$ cat config.mk
export PLATFORM = sky130hd
export DESIGN_NAME = button_cmd_arbiter
export DESIGN_NICKNAME = d
export VERILOG_FILES = /design/src/rtl/button_cmd_arbiter.sv
export SDC_FILE = /design/constraint.sdc
export NUM_CORES = 1
export LEC_CHECK = 0
export BUFFER_PORTS_ARGS = -buffer_cell sky130_fd_sc_hd__buf_2
export CORE_MARGIN = 3
export CORE_UTILIZATION = 53
export DETAILED_ROUTE_END_ITERATION = 16
export GPL_ROUTABILITY_DRIVEN = 1
export PLACE_DENSITY = 0.73
export SYNTH_ARGS = -nofsm -noshare
export SYNTH_HDL_FRONTEND = slang
export SYNTH_SLANG_ARGS = --single-unit
$ cat constraint.sdc
create_clock -name clk -period 5.85 [get_ports clk]
set_input_delay 0.8775 -clock clk [delete_from_list [all_inputs] [get_ports clk]]
set_output_delay 0.8775 -clock clk [all_outputs]
set_load 0.05 [all_outputs]
$ cat src/rtl/button_cmd_arbiter.sv
// button_cmd_arbiter
//   Merges the debounced press pulses of N_BUTTONS ButtonHandler channels into
//   one ordered command stream. Each press is latched in a per-button pending
//   flag. Pending buttons are granted round-robin over a valid/ready handshake.
//
//   Optional feature: define BTN_AUTOREPEAT_EN to add per-button hold counters.
//   A held button then re-issues commands marked cmd_repeat=1.
//
// Ports
//   clk, rst_n   : clock, asynchronous active-low reset
//   btn_pulse    : one-cycle press pulse per button
//   btn_state    : debounced level per button (used only with BTN_AUTOREPEAT_EN)
//   cmd_valid    : command offered (registered)
//   cmd_ready    : downstream accepts command
//   cmd_id       : granted button index
//   cmd_repeat   : offered command is an auto-repeat
//   cmd_dropped  : one-cycle pulse, a press arrived on an already-pending button
module button_cmd_arbiter #(
  parameter int N_BUTTONS     = 5,
  parameter int HOLD_CYCLES   = 500,
  parameter int REPEAT_CYCLES = 100,
  localparam int ID_W         = $clog2(N_BUTTONS)
) (
  input  logic                 clk,
  input  logic                 rst_n,
  input  logic [N_BUTTONS-1:0] btn_pulse,
  input  logic [N_BUTTONS-1:0] btn_state,
  output logic                 cmd_valid,
  input  logic                 cmd_ready,
  output logic [ID_W-1:0]      cmd_id,
  output logic                 cmd_repeat,
  output logic                 cmd_dropped
);

  typedef enum logic {IDLE, OFFER} state_t;

  state_t                state;
  logic [N_BUTTONS-1:0]  pending, pend_nx;
  logic [N_BUTTONS-1:0]  rep, rep_nx;
  logic [N_BUTTONS-1:0]  grant_clr;
  logic [N_BUTTONS-1:0]  rpt_fire;
  logic [ID_W-1:0]       last_idx;
  logic [ID_W-1:0]       win_idx;
  logic                  win_found;
  logic                  drop_nx;
  logic                  hs;

  assign hs = (state == OFFER) && cmd_valid && cmd_ready;

  always_comb begin
    for (int i = 0; i < N_BUTTONS; i++)
      grant_clr[i] = hs && (cmd_id == ID_W'(i));
  end

`ifdef BTN_AUTOREPEAT_EN
  localparam int CNT_W = $clog2(HOLD_CYCLES + 1);

  logic [N_BUTTONS-1:0] armed;
  logic [CNT_W-1:0]     hold_cnt [N_BUTTONS];

  // cnt holds the number of held cycles seen so far; a fire happens on the
  // cycle that would bring it to HOLD_CYCLES. After a fire it is rewound so
  // the next fire comes REPEAT_CYCLES held cycles later.
  always_comb begin
    for (int i = 0; i < N_BUTTONS; i++)
      rpt_fire[i] = armed[i] && btn_state[i] && !btn_pulse[i] &&
                    (hold_cnt[i] == CNT_W'(HOLD_CYCLES - 1));
  end

  always_ff @(posedge clk or negedge rst_n) begin
    if (!rst_n) begin
      armed <= '0;
      for (int i = 0; i < N_BUTTONS; i++) hold_cnt[i] <= '0;
    end else begin
      for (int i = 0; i < N_BUTTONS; i++) begin
        if (btn_pulse[i]) begin
          armed[i]    <= 1'b1;
          hold_cnt[i] <= '0;
        end else if (armed[i] && btn_state[i]) begin
          hold_cnt[i] <= rpt_fire[i] ? CNT_W'(HOLD_CYCLES - REPEAT_CYCLES)
                                     : hold_cnt[i] + CNT_W'(1);
        end else begin
          armed[i]    <= 1'b0;
          hold_cnt[i] <= '0;
        end
      end
    end
  end
`else
  logic unused_btn_state;
  assign unused_btn_state = ^btn_state;
  assign rpt_fire         = '0;
`endif

  // Pending/rep update. A press on an already-pending button is dropped unless
  // that button is being granted this very cycle, in which case the new press
  // survives the grant's clear. Repeats merge silently into a pending bit.
  always_comb begin
    pend_nx = pending;
    rep_nx  = rep;
    drop_nx = 1'b0;
    for (int i = 0; i < N_BUTTONS; i++) begin
      if (btn_pulse[i]) begin
        if (pending[i] && !grant_clr[i]) begin
          drop_nx = 1'b1;
        end else begin
          pend_nx[i] = 1'b1;
          rep_nx[i]  = 1'b0;
        end
      end else if (rpt_fire[i]) begin
        if (!pending[i] || grant_clr[i]) begin
          pend_nx[i] = 1'b1;
          rep_nx[i]  = 1'b1;
        end
      end else if (grant_clr[i]) begin
        pend_nx[i] = 1'b0;
      end
    end
  end

  // Round-robin search starting just after the last granted index.
  always_comb begin
    int idx;
    idx       = 0;
    win_idx   = '0;
    win_found = 1'b0;
    for (int off = 0; off < N_BUTTONS; off++) begin
      idx = int'(last_idx) + 1 + off;
      if (idx >= N_BUTTONS) idx = idx - N_BUTTONS;
      if (!win_found && pending[idx]) begin
        win_found = 1'b1;
        win_idx   = ID_W'(idx);
      end
    end
  end

  always_ff @(posedge clk or negedge rst_n) begin
    if (!rst_n) begin
      state       <= IDLE;
      cmd_valid   <= 1'b0;
      cmd_id      <= '0;
      cmd_repeat  <= 1'b0;
      cmd_dropped <= 1'b0;
      last_idx    <= ID_W'(N_BUTTONS - 1);
      pending     <= '0;
      rep         <= '0;
    end else begin
      pending     <= pend_nx;
      rep         <= rep_nx;
      cmd_dropped <= drop_nx;
      case (state)
        IDLE: begin
          if (win_found) begin
            cmd_id     <= win_idx;
`ifdef BTN_AUTOREPEAT_EN
            cmd_repeat <= rep[win_idx];
`else
            cmd_repeat <= 1'b0;
`endif
            cmd_valid  <= 1'b1;
            state      <= OFFER;
          end
        end
        OFFER: begin
          if (cmd_ready) begin
            cmd_valid <= 1'b0;
            last_idx  <= cmd_id;
            state     <= IDLE;
          end
        end
        default: state <= IDLE;
      endcase
    end
  end

endmodule

== Word-level counts from Yosys, hierarchy flattened ==
Index checks and enable logic that the tools add are counted.

* Add/sub/neg operators: 10
* Magnitude comparators: 10
* Equality and inequality tests: 11
* Muxes and demuxes: 61
* Bitwise logic cells: 1
* Reductions and logical operators: 39

{| class="wikitable"
|+ Operator list
! cell !! count
|-
| $lt 32x5->1 const B || 5
|-
| $mux 32 || 5
|-
| $ge 32x4->1 const B || 4
|-
| $sub 32x4->32 const B || 4
|-
| $add 32x3->32 const B || 2
|-
| $mux 1 || 44
|-
| $add 32x2->32 const B || 1
|-
| $logic_and 1x1->1 || 16
|-
| $reduce_and 2->1 || 8
|-
| $bmux 1 s3 || 5
|-
| $mux 3 || 5
|-
| $ne 2x2->1 const B || 7
|-
| $reduce_bool 2->1 || 5
|-
| $logic_not 1->1 || 9
|-
| $eq 3x2->1 const B || 2
|-
| $sub 5x3->6 const B || 1
|-
| $add 4x3->5 const B || 1
|-
| $ge 5x3->1 const B || 1
|-
| $add 3x1->4 const B || 1
|-
| $pmux 1 s2 || 2
|-
| $eq 3x1->1 const B || 1
|-
| $eq 3x3->1 const B || 1
|-
| $logic_not 3->1 || 1
|-
| $not 1->1 || 1
|}

* Register bits: 14
* Bits of input ports: 13
* Output and inout bits: 6
* Logic and storage cells: 142

== Logic depth before layout (Yosys ltp) ==
* Word-level depth: 21
* Gate-level depth with buffers: 18
* Gate-level depth less buffers: 14

== Worst setup path after synthesis ==
OpenSTA, ideal clock, no wires.

* Path kind: register to register
* From: reg last_idx[0]
* To: reg cmd_id[1]
* Library setup time: 0.078 ns
* Arrival time: 3.614 ns
* Data required time: 5.772 ns
* Slack: 2.157 ns
* Cell stages (with the launch flop): 17
* Path buffers: 5
* Clock period less this slack: 3.693 ns
* Cell sequence: dfrtp_1 -> buf_2 -> inv_1 -> buf_2 -> ha_1 -> buf_2 -> buf_2 -> inv_1 -> ha_1 -> clkbuf_1 -> o2111a_1 -> o21ai_1 -> a21boi_0 -> o31ai_4 -> mux2_2 -> o221a_1 -> o2bb2ai_1

* Word-level cells in the longest chain between the ends: 20
* Elaborated cells on any way between the ends: 54
* Those cells by class: 10 x add/sub; 5 x order compare; 30 x mux; 9 x reduce/logical

{| class="wikitable"
|+ RTL lines
! what !! line !! source
|-
| from (decl) || 42 || <nowiki>logic [ID_W-1:0] last_idx;</nowiki>
|-
| from (signal assigned) || 144 || <nowiki>last_idx <= ID_W'(N_BUTTONS - 1);</nowiki>
|-
| from (signal assigned) || 167 || <nowiki>last_idx <= cmd_id;</nowiki>
|-
| $add 3x1->4 (*) || 128 || <nowiki>idx = int'(last_idx) + 1 + off;</nowiki>
|-
| parallel branches: the longest is 19 deep, another holds $add 32x2->32 || n/a ||
|-
| to (signal assigned) || 154 || <nowiki>cmd_id <= win_idx;</nowiki>
|-
| to (decl) || 30 || <nowiki>output logic [ID_W-1:0] cmd_id,</nowiki>
|}

Every way passes the cells marked *. The select of a mux whose other input is x is not followed.
A chain may end at the register's enable or synchronous reset.

== Final worst setup path ==
* From: reg last_idx[1]
* To: reg cmd_id[2]

Same word-level chain as after synthesis.

==> PnR_summary.wiki <==
{| class="wikitable"
! Metric !! Value
|-
| Number of search-and-repair iterations in the first detailed-routing pass || 4
|-
| Antenna Diode Count || 0
|-
| Routability cong. || 0.9372
|-
| Sink count of the clock tree || 14
|-
| Clock Latency Late Sink || 0.28 ns
|-
| Layout Area Growth over Synthesis || 5.806%
|-
| Critical R2R Capture || cmd_id[2]
|-
| Type of origin of the critical path || register
|-
| Core occupancy in the finished layout || 59.27%
|-
| Remaining Overflow, GRT || 0
|-
| Launching instance or port of the critical path || last_idx[1]
|-
| Worst path cell trace || inv_1 -> ha_1 -> inv_1 -> ha_1 -> o211a_1 -> a2111oi_0 -> o221a_2 -> o31ai_4 -> mux2i_1 -> a2111oi_0 -> a221oi_1
|-
| First-pass GRT wire length || 7.086 mm
|-
| Overall die area || between 3000 and 4000 um^2
|-
| Maximum clock frequency || approximately 0.25 GHz
|-
| Critical path data required time || 5.99 ns
|-
| Setup_tns || 0 ns
|-
| Fraction of layout instances using a drive strength above 1 || between 15 and 20%
|-
| Count of flip-flops with a built-in enable after synthesis || 0
|-
| Final Max Tran Viols || 0
|-
| Number of nets produced by synthesis || between 200 and 250
|-
| Y dimension of the die || about 63 um
|-
| WP buf/inv || 2
|-
| Syn. warnings || 0
|-
| Final number of setup-violating endpoints || 0
|-
| Number of antenna violations at the first check in global routing || 0
|-
| Proportion of register bits with asynchronous set or reset after synthesis || 100.0%
|-
| Total area of multi-input combinational cells || between 1000 and 1500 um^2
|-
| Number of synthesized register bits || 14
|-
| Setup bufs post-CTS || 0
|-
| CP Capture Type || register
|-
| Post-route DRC || 0
|-
| Status || completed
|-
| Worst-Margin Slew || 0.4963 ns
|-
| Routed wire per std cell || 16.19 um
|-
| Number of global-route vias before repair || 1,599
|-
| Worst R2R Setup Slack || 1.84 ns
|-
| Number of distinct library cells after synthesis || between 60 and 70
|-
| NumNets Final || about 240
|-
| Die width || 63.04 um
|-
| Unrepaired setup endpoints after global routing || false
|-
| Syn Area/Cell || 8.095 um^2
|-
| Hold_buf cts || 0
|-
| CTS tree || built
|-
| Clock root cell || sky130_fd_sc_hd__clkbuf_4
|-
| Count of mapped cells out of synthesis || around 210
|-
| HPWL after detailed placement || about 3.2 mm
|-
| Number of cells on the critical path || 11
|-
| Top fanout value on the critical path || 12
|-
| Reg2Reg Launch Point || last_idx[1]
|-
| Vias || around 1,700
|-
| Post-Syn Area || around 1700 um^2
|-
| Critical path arrival || 4.15 ns
|-
| Filler instances || 287
|-
| Max-capacitance violation count || 0
|-
| Vias per cell || about 6.4
|-
| Sequential Area || about 350 um^2
|-
| Maximum number of pins on one net before global-route repair || 30
|-
| Core Area || 3078 um^2
|-
| CTS H-Tree Depth || 1
|-
| Commonest non-fill, non-tap cell in the layout || sky130_fd_sc_hd__nand2_1
|-
| Post-cts resize count || 0
|-
| Final period utilization || between 60% and 70%
|-
| Crit Path Class || register to register
|-
| Total global-route track usage || between 20% and 30%
|-
| Number of I/O pins || 19
|-
| Crit path to || cmd_id[2]
|-
| Buffers from clock root to sink, at most || 2
|-
| Commonest cells after routing, fill and taps aside || 16 x sky130_fd_sc_hd__nand2_1, 13 x sky130_fd_sc_hd__inv_1, 13 x sky130_fd_sc_hd__a21oi_1, 13 x sky130_fd_sc_hd__dfrtp_1, 12 x sky130_fd_sc_hd__buf_2
|-
| Antenna-violating nets left || 0
|-
| Setup Skew || about 0.0034 ns
|-
| Relative slew slack || about two thirds
|-
| Top flip-flop cell by instance count after synthesis || sky130_fd_sc_hd__dfrtp_1
|-
| Number of port buffers || 12
|-
| Register-to-Register Path Depth || 11
|-
| Number of CTS-inserted buffers || 3
|-
| Total wire length after detailed routing || approximately 4.2 mm
|-
| Hold Fails Final Rpt || 0
|-
| Critical-path cell with the highest stage delay || sky130_fd_sc_hd__dfrtp_1
|-
| Violation count after the first detailed-route iteration || 94
|-
| Clock slew seen by the registers of the worst setup and hold paths || about 0.09 ns
|-
| Slowest Stage Delay on Critical Path || slightly above 0.6 ns
|-
| Final period demand of the worst path || between 4 and 5 ns
|-
| Class of the tightest hold or removal check || input pin to async pin
|-
| CP top delay family || compound AO/OA/AOI/OAI gates
|-
| Cell Rows || 20
|-
| Initial Util || 56.02%
|-
| Sequential element share of the synthesized area || 20.39%
|}
[layer usage]
metal  up-vias  GRT usage, %  part of all wire [%]
met5         -             0                     0
met4         0         11.29                   2.8
met3        16         2.158                   4.8
met2        67         38.34                    49
met1       785         26.50                    43
li1        804             -                     -
[cell families (layout without fill, tap and decap cells)]
kind of cell             Yosys count  count (layout)  share of synthesized area [%]
flip-flops                        14              14                          20.39
AND/OR/NAND/NOR                   73              73                          23.00
multiplexers                      14              14                          8.418
other                              1               1                         0.2175
AO/OA/AOI/OAI                     69              69                          32.00
XOR/XNOR                           6               6                          3.048
buffers and inverters             28              32                          7.112
adder cells (fa/ha/maj)            8               8                          5.806
[Yosys cell counts (2+ instances only)]
| cell type | n | area share [%] |
|---|---|---|
| sky130_fd_sc_hd__a221o_1 | 2 | 1.2 |
| sky130_fd_sc_hd__nand2_1 | 16 | 3.5 |
| sky130_fd_sc_hd__buf_4 | 2 | 0.87 |
| sky130_fd_sc_hd__and4_1 | 2 | 1.0 |
| sky130_fd_sc_hd__buf_2 | 8 | 2.3 |
| sky130_fd_sc_hd__o21ai_0 | 9 | 2.6 |
| sky130_fd_sc_hd__a211oi_1 | 2 | 0.87 |
| sky130_fd_sc_hd__mux2_2 | 4 | 2.6 |
| sky130_fd_sc_hd__nand3_1 | 9 | 2.6 |
| sky130_fd_sc_hd__xnor2_1 | 5 | 2.5 |
| sky130_fd_sc_hd__clkbuf_1 | 5 | 1.1 |
| sky130_fd_sc_hd__nor2b_1 | 7 | 2.5 |
| sky130_fd_sc_hd__ha_1 | 8 | 5.8 |
| sky130_fd_sc_hd__dfrtp_1 | 13 | 19 |
| sky130_fd_sc_hd__o211a_1 | 2 | 1.2 |
| sky130_fd_sc_hd__inv_1 | 13 | 2.8 |
| sky130_fd_sc_hd__o21bai_1 | 2 | 0.87 |
| sky130_fd_sc_hd__and3_1 | 3 | 1.1 |
| sky130_fd_sc_hd__a21o_1 | 3 | 1.3 |
| sky130_fd_sc_hd__nor2_1 | 10 | 2.2 |
| sky130_fd_sc_hd__a31oi_1 | 4 | 1.5 |
| sky130_fd_sc_hd__o31a_1 | 3 | 1.5 |
| sky130_fd_sc_hd__a21oi_1 | 13 | 3.8 |
| sky130_fd_sc_hd__a211o_1 | 2 | 1.0 |
| sky130_fd_sc_hd__mux2i_1 | 10 | 5.8 |
| sky130_fd_sc_hd__or2_2 | 4 | 1.5 |
| sky130_fd_sc_hd__a2111oi_0 | 2 | 1.0 |
| sky130_fd_sc_hd__o211ai_1 | 3 | 1.3 |
| sky130_fd_sc_hd__nand4_1 | 2 | 0.73 |
| sky130_fd_sc_hd__nand3b_1 | 3 | 1.3 |
| sky130_fd_sc_hd__or3_1 | 2 | 0.73 |
| sky130_fd_sc_hd__o2111ai_1 | 2 | 1.0 |
| sky130_fd_sc_hd__nor3_1 | 3 | 0.87 |
| sky130_fd_sc_hd__nand2b_1 | 8 | 2.9 |
[flip-flops by register name (all words and copies together) (netlist names)]
signal,cells
pending,5
cmd_id,3
last_idx,3
cmd_dropped,1
cmd_valid,1
state,1
[cell type report]
| cell class | instances | share of cell area [%] |
|---|---|---|
| Sequential cell | 14 | 19.27 |
| Tap cell | 44 | 3.018 |
| Clock buffer | 4 | 1.989 |
| Timing Repair Buffer | 15 | 4.527 |
| Inverter | 13 | 2.675 |
| Multi-Input combinational cell | 171 | 68.52 |
[worst min-delay path by stage]
stage,endpoint,slack (ns),start
floorplan,pending[3],0.51,pending[3]
global placement,cmd_valid,0.54,cmd_valid
detailed placement,cmd_valid,0.55,cmd_valid
CTS,cmd_valid,0.47,rst_n
global route,cmd_valid,0.47,rst_n
finish,state,0.47,rst_n
[metrics by stage]
| stage | cells | setup slack [ns] | instance area (um^2) | hold WS (ns) |
|---|---|---|---|---|
| after floorplan | 213 | 2.157 | 1724 | 0.5136 |
| after global placement | 257 | 1.973 | 1788 | 0.5376 |
| after detailed placement | 257 | 1.945 | 1788 | 0.5450 |
| after CTS | 261 | 1.903 | 1824 | 0.4749 |
| after global routing | 261 | 1.507 | 1824 | 0.4750 |
| final | 261 | 1.839 | 1824 | 0.4727 |
Power is left out: the tool's default activity adds up to more than one toggle a clock period on the data nets, which glitch-free logic cannot reach.
